## config.mk

```make
export PLATFORM = sky130hd
export DESIGN_NAME = rx_frame_sync
export DESIGN_NICKNAME = d
export VERILOG_FILES = /design/src/rtl/rx_frame_sync.sv
export SDC_FILE = /design/constraint.sdc
export NUM_CORES = 1
export LEC_CHECK = 0
export BUFFER_PORTS_ARGS = -buffer_cell sky130_fd_sc_hd__buf_2
export CORE_ASPECT_RATIO = 0.9
export CORE_MARGIN = 2
export CORE_UTILIZATION = 25
export CTS_BUF_LIST = sky130_fd_sc_hd__clkbuf_8 sky130_fd_sc_hd__clkbuf_16
export CTS_CLUSTER_DIAMETER = 80
export DETAILED_ROUTE_END_ITERATION = 8
export GPL_TIMING_DRIVEN = 0
export PLACE_DENSITY = 0.47
export SETUP_SLACK_MARGIN = 0.2
export SYNTH_ARGS = -nofsm -noshare
export SYNTH_HDL_FRONTEND = slang
export SYNTH_SLANG_ARGS = --single-unit
```

## constraint.sdc

```tcl
create_clock -name i_rx_clk -period 3.35 [get_ports i_rx_clk]
set_input_delay 0.5025 -clock i_rx_clk [delete_from_list [all_inputs] [get_ports i_rx_clk]]
set_output_delay 0.5025 -clock i_rx_clk [all_outputs]
set_load 0.02 [all_outputs]
```

## src/rtl/rx_frame_sync.sv

```systemverilog
// Byte-stream frame synchroniser: hunts for a 0x55 preamble and 0xD5 delimiter,
// reads a 16-bit little-endian length, re-emits a 3-byte header followed by the
// payload, and pads a stalled frame with 0x00 so the consumer always gets L bytes.
module rx_frame_sync #(
    parameter int unsigned SYNC_LEN = 2,
    parameter logic [15:0] MAX_LEN  = 16'd1500,
    parameter logic [15:0] TIMEOUT  = 16'd4096
) (
    input  logic        i_rx_clk,
    input  logic        i_rx_rst,
    input  logic [7:0]  i_byte,
    input  logic        i_byte_valid,
    output logic [31:0] o_rx_data,
    output logic        o_rx_data_valid,
    output logic        o_rx_sof,
    output logic        o_frame_done,
    output logic        o_len_err,
    output logic        o_timeout_err,
    output logic        o_ovr_err,
    output logic [15:0] o_frame_cnt
);

    typedef enum logic [2:0] {
        StHunt,
        StLenLo,
        StLenHi,
        StHdr,
        StPayload,
        StPad
    } state_e;

    localparam logic [15:0] SyncLen = 16'(SYNC_LEN);

    state_e      state_q, state_d;
    logic [15:0] sync_q, sync_d;
    logic [15:0] len_q, len_d;
    logic [15:0] rem_q, rem_d;
    logic [15:0] idle_q, idle_d;
    logic [1:0]  hdr_q, hdr_d;
    logic [1:0]  pad_q, pad_d;
    logic [7:0]  data_q, data_d;
    logic        valid_q, valid_d;
    logic        sof_q, sof_d;
    logic        done_q, done_d;
    logic        len_err_q, len_err_d;
    logic        to_err_q, to_err_d;
    logic        ovr_q, ovr_d;
    logic [15:0] cnt_q, cnt_d;

    logic [15:0] len_full;
    logic        len_ok;
    logic        timeout_hit;

    // State and output registers; outputs are registered so every pulse is glitch-free.
    always_ff @(posedge i_rx_clk) begin
        if (i_rx_rst) begin
            state_q   <= StHunt;
            sync_q    <= '0;
            len_q     <= '0;
            rem_q     <= '0;
            idle_q    <= '0;
            hdr_q     <= '0;
            pad_q     <= '0;
            data_q    <= '0;
            valid_q   <= 1'b0;
            sof_q     <= 1'b0;
            done_q    <= 1'b0;
            len_err_q <= 1'b0;
            to_err_q  <= 1'b0;
            ovr_q     <= 1'b0;
            cnt_q     <= '0;
        end else begin
            state_q   <= state_d;
            sync_q    <= sync_d;
            len_q     <= len_d;
            rem_q     <= rem_d;
            idle_q    <= idle_d;
            hdr_q     <= hdr_d;
            pad_q     <= pad_d;
            data_q    <= data_d;
            valid_q   <= valid_d;
            sof_q     <= sof_d;
            done_q    <= done_d;
            len_err_q <= len_err_d;
            to_err_q  <= to_err_d;
            ovr_q     <= ovr_d;
            cnt_q     <= cnt_d;
        end
    end

    // Next-state logic: parse preamble/length, emit header, forward or pad payload.
    always_comb begin
        state_d   = state_q;
        sync_d    = sync_q;
        len_d     = len_q;
        rem_d     = rem_q;
        idle_d    = '0;  // idle count restarts on any byte or state change
        hdr_d     = hdr_q;
        pad_d     = pad_q;
        data_d    = data_q;  // data holds between strobes
        valid_d   = 1'b0;
        sof_d     = 1'b0;
        done_d    = 1'b0;
        len_err_d = 1'b0;
        to_err_d  = 1'b0;
        ovr_d     = 1'b0;
        cnt_d     = cnt_q;

        len_full    = {i_byte, len_q[7:0]};
        len_ok      = (len_full != 16'd0) && (len_full <= MAX_LEN);
        // Fires on the cycle the idle count would reach TIMEOUT; a byte that cycle wins.
        timeout_hit = ({1'b0, idle_q} + 17'd1) >= {1'b0, TIMEOUT};

        case (state_q)
            StHunt: begin
                if (i_byte_valid) begin
                    if (i_byte == 8'h55) begin
                        if (sync_q < SyncLen) begin
                            sync_d = sync_q + 16'd1;
                        end
                    end else if (i_byte == 8'hD5 && sync_q >= SyncLen) begin
                        sync_d  = '0;
                        state_d = StLenLo;
                    end else begin
                        sync_d = '0;
                    end
                end
            end
            StLenLo: begin
                if (i_byte_valid) begin
                    len_d[7:0] = i_byte;
                    state_d    = StLenHi;
                end else if (timeout_hit) begin
                    to_err_d = 1'b1;
                    state_d  = StHunt;
                end else begin
                    idle_d = idle_q + 16'd1;
                end
            end
            StLenHi: begin
                if (i_byte_valid) begin
                    len_d = len_full;
                    if (len_ok) begin
                        // First header byte goes out with the same latency as payload.
                        state_d = StHdr;
                        rem_d   = len_full;
                        hdr_d   = 2'd1;
                        data_d  = 8'h55;
                        valid_d = 1'b1;
                        sof_d   = 1'b1;
                    end else begin
                        len_err_d = 1'b1;
                        state_d   = StHunt;
                    end
                end else if (timeout_hit) begin
                    to_err_d = 1'b1;
                    state_d  = StHunt;
                end else begin
                    idle_d = idle_q + 16'd1;
                end
            end
            StHdr: begin
                // Output slot is busy with the header, so any input byte is lost.
                ovr_d   = i_byte_valid;
                valid_d = 1'b1;
                if (hdr_q == 2'd1) begin
                    data_d = len_q[7:0];
                    hdr_d  = 2'd2;
                end else begin
                    data_d  = len_q[15:8];
                    hdr_d   = 2'd0;
                    state_d = StPayload;
                end
            end
            StPayload: begin
                if (i_byte_valid) begin
                    data_d  = i_byte;
                    valid_d = 1'b1;
                    rem_d   = rem_q - 16'd1;
                    if (rem_q == 16'd1) begin
                        done_d  = 1'b1;
                        cnt_d   = cnt_q + 16'd1;
                        state_d = StHunt;
                    end
                end else if (timeout_hit) begin
                    to_err_d = 1'b1;
                    pad_d    = 2'd0;
                    state_d  = StPad;
                end else begin
                    idle_d = idle_q + 16'd1;
                end
            end
            StPad: begin
                // One zero byte every fourth cycle until the promised length is met.
                if (pad_q == 2'd3) begin
                    pad_d   = 2'd0;
                    data_d  = 8'h00;
                    valid_d = 1'b1;
                    rem_d   = rem_q - 16'd1;
                    if (rem_q == 16'd1) begin
                        done_d  = 1'b1;
                        cnt_d   = cnt_q + 16'd1;
                        state_d = StHunt;
                    end
                end else begin
                    pad_d = pad_q + 2'd1;
                end
            end
            default: begin
                state_d = StHunt;
            end
        endcase
    end

    assign o_rx_data       = {24'd0, data_q};
    assign o_rx_data_valid = valid_q;
    assign o_rx_sof        = sof_q;
    assign o_frame_done    = done_q;
    assign o_len_err       = len_err_q;
    assign o_timeout_err   = to_err_q;
    assign o_ovr_err       = ovr_q;
    assign o_frame_cnt     = cnt_q;

endmodule

```

Yosys cells after proc, flatten, opt, wreduce, memory -nomap -nowiden
Index checks and enable logic that the tools add are counted.

Register bits after elaboration: 101. Input bits: 11. Output and inout port bits: 54. Word-level logic and storage cells: 125.

Add/subtract/negate cells: 6. Order comparisons: 4. Eq/ne operators: 22. Multiplexer cells: 50. Bitwise logic cells: 4. Reductions and logical operators: 23.

Operators with widths (number): $mux W16 (9); $add A16 B1 Y16 const B (3); $pmux W16 S3 (1); $mux W8 (5); $mux W3 (11); $pmux W16 S2 (1); $pmux W8 S4 (1); $ne A2 B2 Y1 const B (10); $pmux W3 S6 (1); $add A16 B1 Y17 const B (1); $ge A17 B13 Y1 const B (1); $eq A16 B1 Y1 const B (1); $ge A16 B2 Y1 const B (1); $le A16 B11 Y1 const B (1); $lt A16 B2 Y1 const B (1); $pmux W8 S2 (1); $reduce_bool A16 Y1 (1); $sub A16 B1 Y16 const B (1); $reduce_and A3 Y1 (5); $mux W2 (7); $reduce_and A5 Y1 (2); $mux W1 (9); $reduce_or A3 Y1 (3); $eq A8 B7 Y1 const B (1); 22 further kinds (31).

Logic depth before layout (Yosys ltp)
Word-level depth: 6. Gate-level depth with buffers: 8. Depth with buffers taken out: 7.

Worst setup path after synthesis
OpenSTA, ideal clock, no wires.

Path kind: input to register. Start: input port i_byte_valid. End: register rem_q[10]. Setup time: 0.093 ns. Data arrival time: 2.219 ns. Data required time: 3.257 ns. Path slack: 1.039 ns. Stages on the path: 7. Buffers on the path: 2. Path through: buf_2 -> nor3b_1 -> nand2_1 -> clkbuf_1 -> nor4_2 -> nor2_1 -> o32ai_1.

Longest elaborated chain between the ends: 2. Elaborated cells on any way between the ends: 3. Those cells by class: eq/ne: 2; reduce/logical: 1.

Ends and longest elaborated chain: start: declaration (RTL line 12) `input logic i_byte_valid,`; $ne A2 B2 Y1 (no source line); $reduce_and A5 Y1 (no source line) *; end signal: assignment (RTL line 76) `rem_q <= rem_d;`; end: declaration (RTL line 37) `logic [15:0] rem_q, rem_d;`.

Every way passes the cells marked *; elsewhere a longest branch is shown, timed or not. A chain may end at the register's enable or synchronous reset.

Worst setup path after layout
Start: register state_q[0]. End: register rem_q[5].

Longest elaborated chain between the ends: 3. Elaborated cells on any way between the ends: 10. Those cells by class: eq/ne: 7; mux: 1; reduce/logical: 2.

Ends and longest elaborated chain: start: declaration (RTL line 34) `state_e state_q, state_d;`; start signal: assignment (RTL line 57) `state_q <= StHunt;`; start signal: assignment (RTL line 73) `state_q <= state_d;`; $eq A3 B2 Y1 or $eq A3 B3 Y1 (tied branches) (RTL line 114) `case (state_q)`; $ne A2 B2 Y1 (no source line) or $reduce_bool A3 Y1 (tied branches); $reduce_and A5 Y1 (no source line).

Parallel ways exist; a longest one is shown, timed or not.

==> summary.txt <==
Worst Min Path Start = i_byte[7]
largest net degree at the start of global routing = 19
vias per cell = 4.91
DIE AREA = 21500 sq um
VDD IR max = 0.175 mV
placer congestion estimate = 0.807
Fmax achieved = 0.365 GHz
Filler cells = 2177
detailed placement HPWL = 10700 um
Root Buffer = clkbuf_16
Mapped Cells = 622
Setup CP Type = flop to flop
Antenna diodes = 0
final worst slack = 0.613 ns
area leader, netlist = dfxtp_1
first-pass GRT wire length = 24100 um
top cells by area, synth = dfxtp_1, a21oi_1, nor2_1
wire length per cell = 15.7 um
CP Launch Type = flop
Total GRT Usage = 14.1%
switching power = 0.000595 W
Worst EP required = 3.61 ns
worst hold path depth = 3
worst-margin pin slew = 1.33 ns
setup_tns = 0 ns
layout cell share with drive strength beyond 1 = 13.1%
Overflow after GRT = 0
Synth Warn # = 0
# H-tree levels = 3
RSZ-0062 raised after global routing = no
Pleak = 2.27 nW
Critical R2R Launch = state_q[0]
Core ar. = 20000 sq um
Crit. End Element = flop
Sw Ratio = 23.8%
max_slew headroom = 10.3%
top cell type's share of synthesized area = 39.7%
Final setup viols = 0
Max-Cap Viols = 0
die width = 154 um
Post-Syn Area per Cell = 8.19 sq um
post-route cell area = 6040 sq um
Synth Register Bits = 101
r2r endpoint = rem_q[5]
Antenna Nets Post-Route = 0
reg2reg path depth = 7
Post-DP Area = 5710 sq um
post-synthesis async set-or-reset flop share = 0%
IO buf count = 38
Final Util = 30.2%
Hold Path Class = input pin to flop
Worst-path clk slew = 0.08 ns
Initial DRT Pass Iterations = 5
Slew Viols, Final = 0
top cells by count, synth = dfxtp_1, nor2_1, a21oi_1
clk sinks = 101
Hold Crit Endpoint = len_q[15]
CP arrival = 2.99 ns
final worst-path cycle share = 81.7%
initial antenna violation count = 0
Die H = 139 um
final worst path period need = 2.74 ns
status = finished, final reports clean
DRC violations left = 0
Cell variety after synth = 59
part of the Yosys area used for sequential elements = 39.7%
crit path max fanout = 10
vias in the first global route = 4421
Post-synth EDFFs = 0
P&R area growth vs syn = 18.6%
fin nets = 716
Initial Util = 25.5%
register area = 2020 sq um
Cell Pwr Density = 413 nW/um^2
footprint of the multi-input gates = 2800 sq um
Clock Power Share = 47.0%
WL final = 15000 um
initial DRC count = 482
number of core rows = 49
combinational share of power = 4.7%
flop2flop setup slack = 0.61 ns
Inst Count DP = 942
hold violation total from the final report = 0
Post-CTS Setup Inserts = 0
mapped cell area = 5090 sq um
clk_skew = 0.0120 ns
Internal Power = 0.00190 W
Worst-Skew Late Latency = 0.36 ns
Placement Setup Slack = 0.278 ns
via count = 4701
CTS tree = done
most frequent cell after synthesis = dfxtp_1
num ports = 65
fin cells = 958
Synth Flop Type = dfxtp_1
clk buf depth = 2
Flop pwr share = 48.3%
CTS Buf Count = 9
## per-layer routing
layer  global-route usage, %  share of wire [%]  wire length (um)
met5                       0                  0                 0
met4                    4.29                1.6               240
met3                    3.02                5.8               865
met2                    21.4                 43              6510
met1                    20.0                 49              7400
## power groups by stage
stage,sequential [W],clock (W),combinational [W]
detailed placement,0.00123,0,0.000116
finish,0.00121,0.00117,0.000118
CTS,0.00121,0.00121,0.000116
global placement,0.00123,0,0.000117
floorplan,0.00123,0,0.0000815
global route,0.00121,0.00126,0.000127
## kinds of logic (layout without fill, tap and decap cells)
kind of cell               count (synthesis)  count (layout)  synth area share [%]
other                                      1              28                0.0736
DFF                                      101             101                  39.7
buffers and inverters                     75             129                  7.56
AOI/OAI and AO/OA                        133             133                  17.0
muxes                                     22              22                  4.37
xor gates and xnor gates                  19              19                  3.27
and+or+nand+nor                          264             264                  26.3
adders and majority gates                  7               7                  1.72
## worst max-delay path by stage
stage | from | endpoint | slack, ns
floorplan | i_byte_valid | rem_q[10] | 1.04
global placement | i_byte_valid | rem_q[5] | 0.23
detailed placement | i_byte_valid | rem_q[5] | 0.28
CTS | state_q[0] | rem_q[5] | 0.43
global route | state_q[0] | rem_q[7] | 0.46
finish | state_q[0] | rem_q[5] | 0.61
## flip-flops by register name, summed over array words and instances, names as in the netlist, 2 cells and up
signal and cells:
o_frame_cnt 16, state_q 3, pad_q 2, len_q 16
data_q 8, sync_q 16, hdr_q 2, idle_q 16
rem_q 16
## area by class of cell
class | count | area share [%]
well taps | 255 | 5.28
clock inverters | 7 | 1.70
plain buffers | 57 | 5.26
repair buffers | 38 | 3.15
multi-input cells | 473 | 46.3
inverters | 18 | 1.12
flip-flops and latches | 101 | 33.5
clock buffers | 9 | 3.73
## worst max-delay path, cell delays in order, from the launching register on
cell	delay (ns)
dfxtp_1	0.30
clkbuf_1	0.21
nor3b_1	0.31
nand2_1	0.11
clkbuf_1	0.29
nor4_4	0.67
nor2_1	0.34
o32ai_1	0.41
## placed cells by master (no fill, tap or decap), drive strengths merged, types with 6 or more instances in the layout
cell type,instances
ha,7
a31oi,7
or3,6
inv,21
and3,6
conb,28
nand3,22
nor3,25
nand2,56
o32ai,8
nor4,20
o21ai,11
a21oi,59
clkbuf,33
or4,12
xnor2,9
xor2,10
nor2,77
buf,71
mux2i,20
a221oi,6
nand4,12
dfxtp,101
## stage by stage
step                total power [W]  hold slack, ns
CTS                         0.00253           0.444
global route                0.00259           0.459
finish                      0.00250           0.451
global placement            0.00135           0.445
detailed placement          0.00135           0.447
floorplan                   0.00131           0.430
## repair_timing
action                     CTS  global route
setup endpoints to repair    0             5
resized for setup            0             1
hold buffers                 0             0
hold endpoints to repair     0             0
No activity file was read; power rests on OpenSTA's default activity.
